===== src/rtl/pll_reset_seq.sv =====
// pll_reset_seq: holds the 240 MHz domain in reset until the PLL lock flag
// has been stable for STABLE_CYCLES cycles, then holds for HOLD_CYCLES more
// cycles before releasing sys_rst_n and raising ready.
// Optional feature macro: PLL_RESET_SEQ_LOSS_CNT_EN enables the saturating
// lock-loss counter; without it lock_lost_count is tied to zero.
// The FSM state is exported on the state port for observation.
module pll_reset_seq #(
  parameter int unsigned STABLE_CYCLES = 4096,
  parameter int unsigned HOLD_CYCLES   = 16
) (
  input  logic       clock_in,
  input  logic       resetb,
  input  logic       locked,
  output logic       sys_rst_n,
  output logic       ready,
  output logic [1:0] state,
  output logic [7:0] lock_lost_count
);

  typedef enum logic [1:0] {
    WAIT_LOCK = 2'd0,
    STABLE    = 2'd1,
    HOLD      = 2'd2,
    RUN       = 2'd3
  } state_t;

  localparam logic [15:0] STABLE_LAST = 16'(STABLE_CYCLES - 1);
  localparam logic [15:0] HOLD_LAST   = 16'(HOLD_CYCLES - 1);

  logic        r_sync1;
  logic        r_sync2;
  state_t      r_state;
  state_t      w_state_nxt;
  logic [15:0] r_cnt;
  logic        w_cnt_clr;
  logic        r_sys_rst_n;
  logic        r_ready;

  // Two-flop synchronizer; r_sync2 is the only lock view the FSM uses.
  always_ff @(posedge clock_in or negedge resetb) begin
    if (!resetb) begin
      r_sync1 <= 1'b0;
      r_sync2 <= 1'b0;
    end else begin
      r_sync1 <= locked;
      r_sync2 <= r_sync1;
    end
  end

  // FSM state register.
  always_ff @(posedge clock_in or negedge resetb) begin
    if (!resetb) begin
      r_state <= WAIT_LOCK;
    end else begin
      r_state <= w_state_nxt;
    end
  end

  // Next-state logic; a lock loss always wins over a terminal count.
  always_comb begin
    w_state_nxt = r_state;
    case (r_state)
      WAIT_LOCK: begin
        if (r_sync2) w_state_nxt = STABLE;
      end
      STABLE: begin
        if (!r_sync2)                 w_state_nxt = WAIT_LOCK;
        else if (r_cnt == STABLE_LAST) w_state_nxt = HOLD;
      end
      HOLD: begin
        if (!r_sync2)               w_state_nxt = WAIT_LOCK;
        else if (r_cnt == HOLD_LAST) w_state_nxt = RUN;
      end
      RUN: begin
        if (!r_sync2) w_state_nxt = WAIT_LOCK;
      end
      default: w_state_nxt = WAIT_LOCK;
    endcase
  end

  // Counter clears on any state change so each state starts counting at 0.
  assign w_cnt_clr = (w_state_nxt != r_state);

  // Shared cycle counter; only advances in the timed states.
  always_ff @(posedge clock_in or negedge resetb) begin
    if (!resetb) begin
      r_cnt <= 16'd0;
    end else if (w_cnt_clr) begin
      r_cnt <= 16'd0;
    end else if ((r_state == STABLE) || (r_state == HOLD)) begin
      r_cnt <= r_cnt + 16'd1;
    end
  end

  // Outputs are registered from the next state so they move on the same
  // edge that enters or leaves RUN.
  always_ff @(posedge clock_in or negedge resetb) begin
    if (!resetb) begin
      r_sys_rst_n <= 1'b0;
      r_ready     <= 1'b0;
    end else begin
      r_sys_rst_n <= (w_state_nxt == RUN);
      r_ready     <= (w_state_nxt == RUN);
    end
  end

  assign sys_rst_n = r_sys_rst_n;
  assign ready     = r_ready;
  assign state     = r_state;

`ifdef PLL_RESET_SEQ_LOSS_CNT_EN
  logic       w_loss;
  logic [7:0] r_lost_cnt;

  assign w_loss = (r_state == RUN) && !r_sync2;

  // Saturating count of lock losses seen while running.
  always_ff @(posedge clock_in or negedge resetb) begin
    if (!resetb) begin
      r_lost_cnt <= 8'd0;
    end else if (w_loss && (r_lost_cnt != 8'hFF)) begin
      r_lost_cnt <= r_lost_cnt + 8'd1;
    end
  end

  assign lock_lost_count = r_lost_cnt;
`else
  assign lock_lost_count = 8'd0;
`endif

endmodule


===== config.mk =====
export PLATFORM = sky130hd
export DESIGN_NAME = pll_reset_seq
export DESIGN_NICKNAME = d
export VERILOG_FILES = /design/src/rtl/pll_reset_seq.sv
export SDC_FILE = /design/constraint.sdc
export NUM_CORES = 1
export LEC_CHECK = 0
export CORE_MARGIN = 4
export CORE_UTILIZATION = 45
export DETAILED_ROUTE_END_ITERATION = 8
export HOLD_SLACK_MARGIN = 0.05
export PLACE_DENSITY_LB_ADDON = 0.08
export SLEW_MARGIN = 20
export SYNTH_ARGS = -nofsm -noshare
export SYNTH_HDL_FRONTEND = slang
export SYNTH_SLANG_ARGS = --single-unit

===== constraint.sdc =====
create_clock -name clock_in -period 2.7 [get_ports clock_in]
set_clock_uncertainty 0.05 [all_clocks]
set_input_delay 0.405 -clock clock_in [delete_from_list [all_inputs] [get_ports clock_in]]
set_output_delay 0.405 -clock clock_in [all_outputs]
set_load 0.01 [all_outputs]

# Word-level counts from Yosys, hierarchy flattened
# Cells that the tools add are included.
# Widths: inputs -> output; s select.
# classes
reduce_logical	3
n_eq_ne	7
muxes	9
addsub	1
# ops
cell	count
$mux 16	2
$add 16x1->16 const B	1
$eq 16x12->1 const B	1
$eq 16x4->1 const B	1
$mux 2	6
$pmux 2 s4	1
$eq 2x2->1 const B	3
$eq 2x1->1 const B	1
$logic_not 2->1	1
$ne 2x2->1	1
$reduce_bool 2->1	1
$logic_or 1x1->1	1
# totals
output_inout_bits	12
input_bits	3
word_cells	25
reg_bits	21

# Depth between registers and ports, before layout
# Gate-level depths: netlist (run 1).
# logic_depth
ltp_word	6
depth_mapped	8
depth_no_buf	7

# Worst setup path after synthesis (run 1)
# OpenSTA, ideal clock, no wires.
# synth_timing
kind	register to register
startpoint	register r_state[0], in the netlist state[0]
endpoint	register r_cnt[4]
path_buffers	1
path_stages_with_launch	9
synth_period_minus_slack_ns	2.117
t_required_ns	2.579
setup_time_ns	0.071
path_slack_ns	0.583
arrival_ns	1.996
path_cell_list	dfrtp_1 > inv_1 > ha_1 > o31ai_1 > nor3_2 > a221oi_1 > o211ai_2 > buf_6 > nor2_1
# synth_via
elab_chain_len	5
word_cells_on_any_way	15
classes_between	eq/ne: 4; mux: 8; reduce/logical: 3
# synth_rtl
element	line	rtl
from (decl)	32	state_t r_state;
from (signal assigned)	55	r_state <= w_state_nxt;
$mux 2, on equally long branches	72, 68	
$mux 2, on equally long branches	71, 67	
$pmux 2 s4	62	case (r_state)
$ne 2x2->1	82	assign w_cnt_clr = (w_state_nxt != r_state);
$mux 16 or $reduce_bool 2->1 (tied branches)	n/a	
to (signal assigned)	91	r_cnt <= r_cnt + 16'd1;
to (decl)	34	logic [15:0] r_cnt;
# Several ways; a longest one is shown, not always the timed one.
# A chain may end at the register's enable or synchronous reset.

# Worst setup path in the final report (run 1)
# layout_timing
startpoint	register r_state[0], in the netlist state[0]
endpoint	register r_cnt[6]
# The elaborated chain is that of the path after synthesis.

==> results by stage, run 1 <==
Run status:
- The run finished with clean final reports.

Layout:
- The final net count is 142.
- The multi-input combinational cells in the finished layout cover a total of 626 sq um.
- The post-route netlist has 6.77% of its cells at a drive strength greater than 1.
- Relative to the synthesized area, the layout overhead comes to 6.86%.
- With fillers left out, the area of the finished cells amounts to 0.00131 sq mm.
- The number of antenna diodes in the final layout is 0.
- Counting the fill cells in the layout gives 233.
- The register area is 526 sq um.

Detailed routing:
- After detailed routing, the number of vias per cell comes to 5.43.
- The count of TritonRoute iterations in the first routing pass is 4.
- The final wirelength is 2.34 mm.
- The remaining antenna violation count after routing is 0.
- Summing over every cut layer, the via total after detailed routing is 885.
- The iteration-0 DRC count of the detailed router is 23.
- The DRC violation count after routing is 0.
- The final routed wire length divided by cell count is 14.3 microns.

Clocking:
- The clock passes through at most 2 buffers.
- The clock drives 21 sinks.
- The library cell used as clock root buffer is clkbuf_4.
- Clock-pin slew was measured on the worst setup and hold paths at 120 ps.
- Buffers inserted to repair hold after CTS numbered 0.
- The number of levels the H-tree was split into is 1.
- Buffers inserted during clock tree synthesis total 3.
- The later pin in the worst-skew pair is clocked with a latency of 300 ps.
- The TritonCTS clock tree is yes.

Synthesis:
- Summing every instance area after synthesis gives 0.00122 sq mm.
- In the synthesized netlist, the cells that appear most often are dfrtp_1, nor2_1, buf_4.
- Synthesis produced 125 cells.
- The most frequent cell after synthesis is dfrtp_1.
- The synthesized area per cell is 9.77 sq um.
- The count of cell types in the netlist is 34.
- For this run, the leading register cell type out of synthesis is dfrtp_1.
- The share of async-settable or async-resettable flops after synthesis is 100%.
- The cell taking the most area after synthesis is dfrtp_1.
- Yosys printed 0 warnings.
- In this run the biggest area consumer among cell types represents 43.0% of the synthesized area.
- The part of the Yosys area used for sequential elements is 43.0%.
- After synthesis, the cell types taking the most area are dfrtp_1, nor2_1, xnor2_1.
- The synthesis-stage register bit count is 21.
- In this run, synthesis inferred 0 flip-flops with an integrated enable.

Timing:
- The worst slew slack as a fraction of its limit is 59.9%.
- The max-slew violation total from the final report was 0.
- The final count of negative-setup-slack endpoints is 0.
- On the final layout, the worst hold slack is 313 ps.
- Setup repair after global routing left no endpoint under its margin.
- The upper clock frequency limit is 425 MHz.
- The share of the cycle needed by the critical path after routing is 87.2%.
- The final-report hold violation count is 0.
- The setup TNS is 0 ps.
- The minimum period implied by the final worst setup slack is 2350 ps.
- The slew at the pin closest to its max-slew limit is 599 ps.

Placement:
- Routability-driven placement finished with a final weighted congestion of 0.916.
- The total placed instance area is 0.00127 sq mm.
- The count of buffers added on input and output ports is 6.
- The sum of net half-perimeters after detailed placement is 1.81 mm.

Die:
- The I/O pin count is 15.
- The starting density of the core is 48.4%.
- The placeable core area is 0.00252 sq mm.
- The full die area is 0.00361 sq mm.
- The floorplan step set the die width to 60.1 microns.
- The floorplan die height is 60.1 microns.
- The initialized floorplan defines 18 standard-cell rows.

Critical path:
- The kind of start point of the critical path is a flip-flop.
- Of all nets on the critical path, the largest fanout is 13.
- STA puts the critical path data arrival time at 2510 ps.
- The type of element capturing the critical path is a flip-flop.
- The required time of the worst setup path is 2860 ps.
- The critical path is of the flip-flop to flip-flop type.

Global route:
- Summed over all layers, the global routing overflow is 0.
- The number of global-route vias before repair came to 874.
- Global routing consumed, over all layers together, 15.2% of the routing resources.
- The wire length of the first global-routing pass is 4.09 mm.
- The initial antenna violation count came to 0.
- The maximum number of pins on one net before global-route repair is 14.

Pwr:
- Summed over all cells, the static leakage comes to 0.541 nW.
- The largest voltage drop on the vdd net is 0.000393 V.
- The total power per unit cell area is 595 mW/mm^2.

Job:
- The number of max-cap violations is 0.

Min path:
- The path class of the tightest hold or removal check is flip-flop to flip-flop.
==> placed cells by master, fill, tap and decap left out, drive strengths merged <==
master          n
nor2           19
nand3           5
nand4bb         1
buf             1
clkdlybuf4s50   6
clkbuf          4
a31oi           2
a221oi          1
and3            1
ha              5
nor4b           2
xnor2           8
conb            8
nand4           4
dfrtp          21
mux2i           1
a22o            1
inv             6
nor3            3
and4            1
and2            1
o21ai           3
nand2           8
nor4            4
o211ai          2
a311oi          1
or4b            2
xor2            7
o31ai           1
nor2b           2
a211oi          2
==> layer usage <==
layer	part of all wire, %	track usage, %	vias to the layer above
met4	1.2	5.70	0
met3	4.8	2.59	4
li1	-	-	437
met5	0	0	-
met2	44	22.4	25
met1	50	22.2	419
==> registers in the layout, indices dropped and copies added, names as in the netlist <==
name	flops
r_cnt	16
state	2
r_sync1	1
r_sync2	1
ready	1
==> critical path: stages, from the launching register on <==
cell and delay [ps]:
dfrtp_1 430, inv_1 110, ha_1 260, o31ai_2 360
nor3_2 100, a221oi_1 380, o211ai_2 310, a211oi_1 270
==> final cells by class <==
cell class	count	share of cell area, %
clock buffer	4	2.01
inverter	6	1.73
multi-input combinational	95	47.9
sequential	21	40.3
tap	30	2.88
timing repair buffer	7	5.18
==> where the power goes <==
group / leakage, nW / internal, mW / total, mW / switching, mW
Sequential: 0.285 / 0.335 / 0.358 / 0.0224
Clock: 0.0150 / 0.0575 / 0.150 / 0.0923
Combinational: 0.241 / 0.104 / 0.269 / 0.165
Total: 0.541 / 0.497 / 0.777 / 0.280
==> what timing repair did <==
item                       in CTS  in global routing
buffers inserted                0                  0
setup endpoints to repair       0                  2
hold endpoints to repair        0                  0
gates resized for setup         0                  1
==> through the flow <==
stage | cells | worst slack (ps) | total power [mW] | util (%)
after global placement | 159 | 355 | 0.630 | 50.5
after CTS | 163 | 232 | 0.786 | 51.5
after floorplan | 132 | 583 | 0.584 | -
after global routing | 163 | 69.7 | 0.838 | 51.7
after detailed placement | 159 | 256 | 0.632 | 50.5
final | 163 | 346 | 0.777 | 51.7
==> cell families after synthesis <==
logic type | synth area share, %
AOI/OAI and AO/OA | 8.30
xor gates and xnor gates | 10.8
adders and majority gates | 5.12
buffers and inverters | 8.30
DFF | 43.0
muxes | 0.820
other | 0.307
and+or+nand+nor | 23.4
==> path summary, 6_finish.rpt <==
| path | from | to | slack (ps) | cells past startpoint |
|---|---|---|---|---|
| max | state[0]$_DFF_PN0_ | r_cnt[6]$_DFFE_PN0P_ | 350 | 7 |
| min | r_sync1$_DFF_PN0_ | r_sync2$_DFF_PN0_ | 310 | 0 |
| max reg2reg | state[0]$_DFF_PN0_ | r_cnt[6]$_DFFE_PN0P_ | 350 | 7 |
| min reg2reg | r_sync1$_DFF_PN0_ | r_sync2$_DFF_PN0_ | 310 | 0 |
| max in group asynchronous | resetb | r_cnt[15]$_DFFE_PN0P_ | 1690 | 2 |
| min in group asynchronous | resetb | r_cnt[10]$_DFFE_PN0P_ | 380 | 1 |
No activity file was read; power rests on OpenSTA's default activity.
==> run 2: changes to the inputs <==
GPL_ROUTABILITY_DRIVEN = 1   (was unset)
==> results of run 2 <==
Final layout, timing and power as in run 1 (identical DEF).
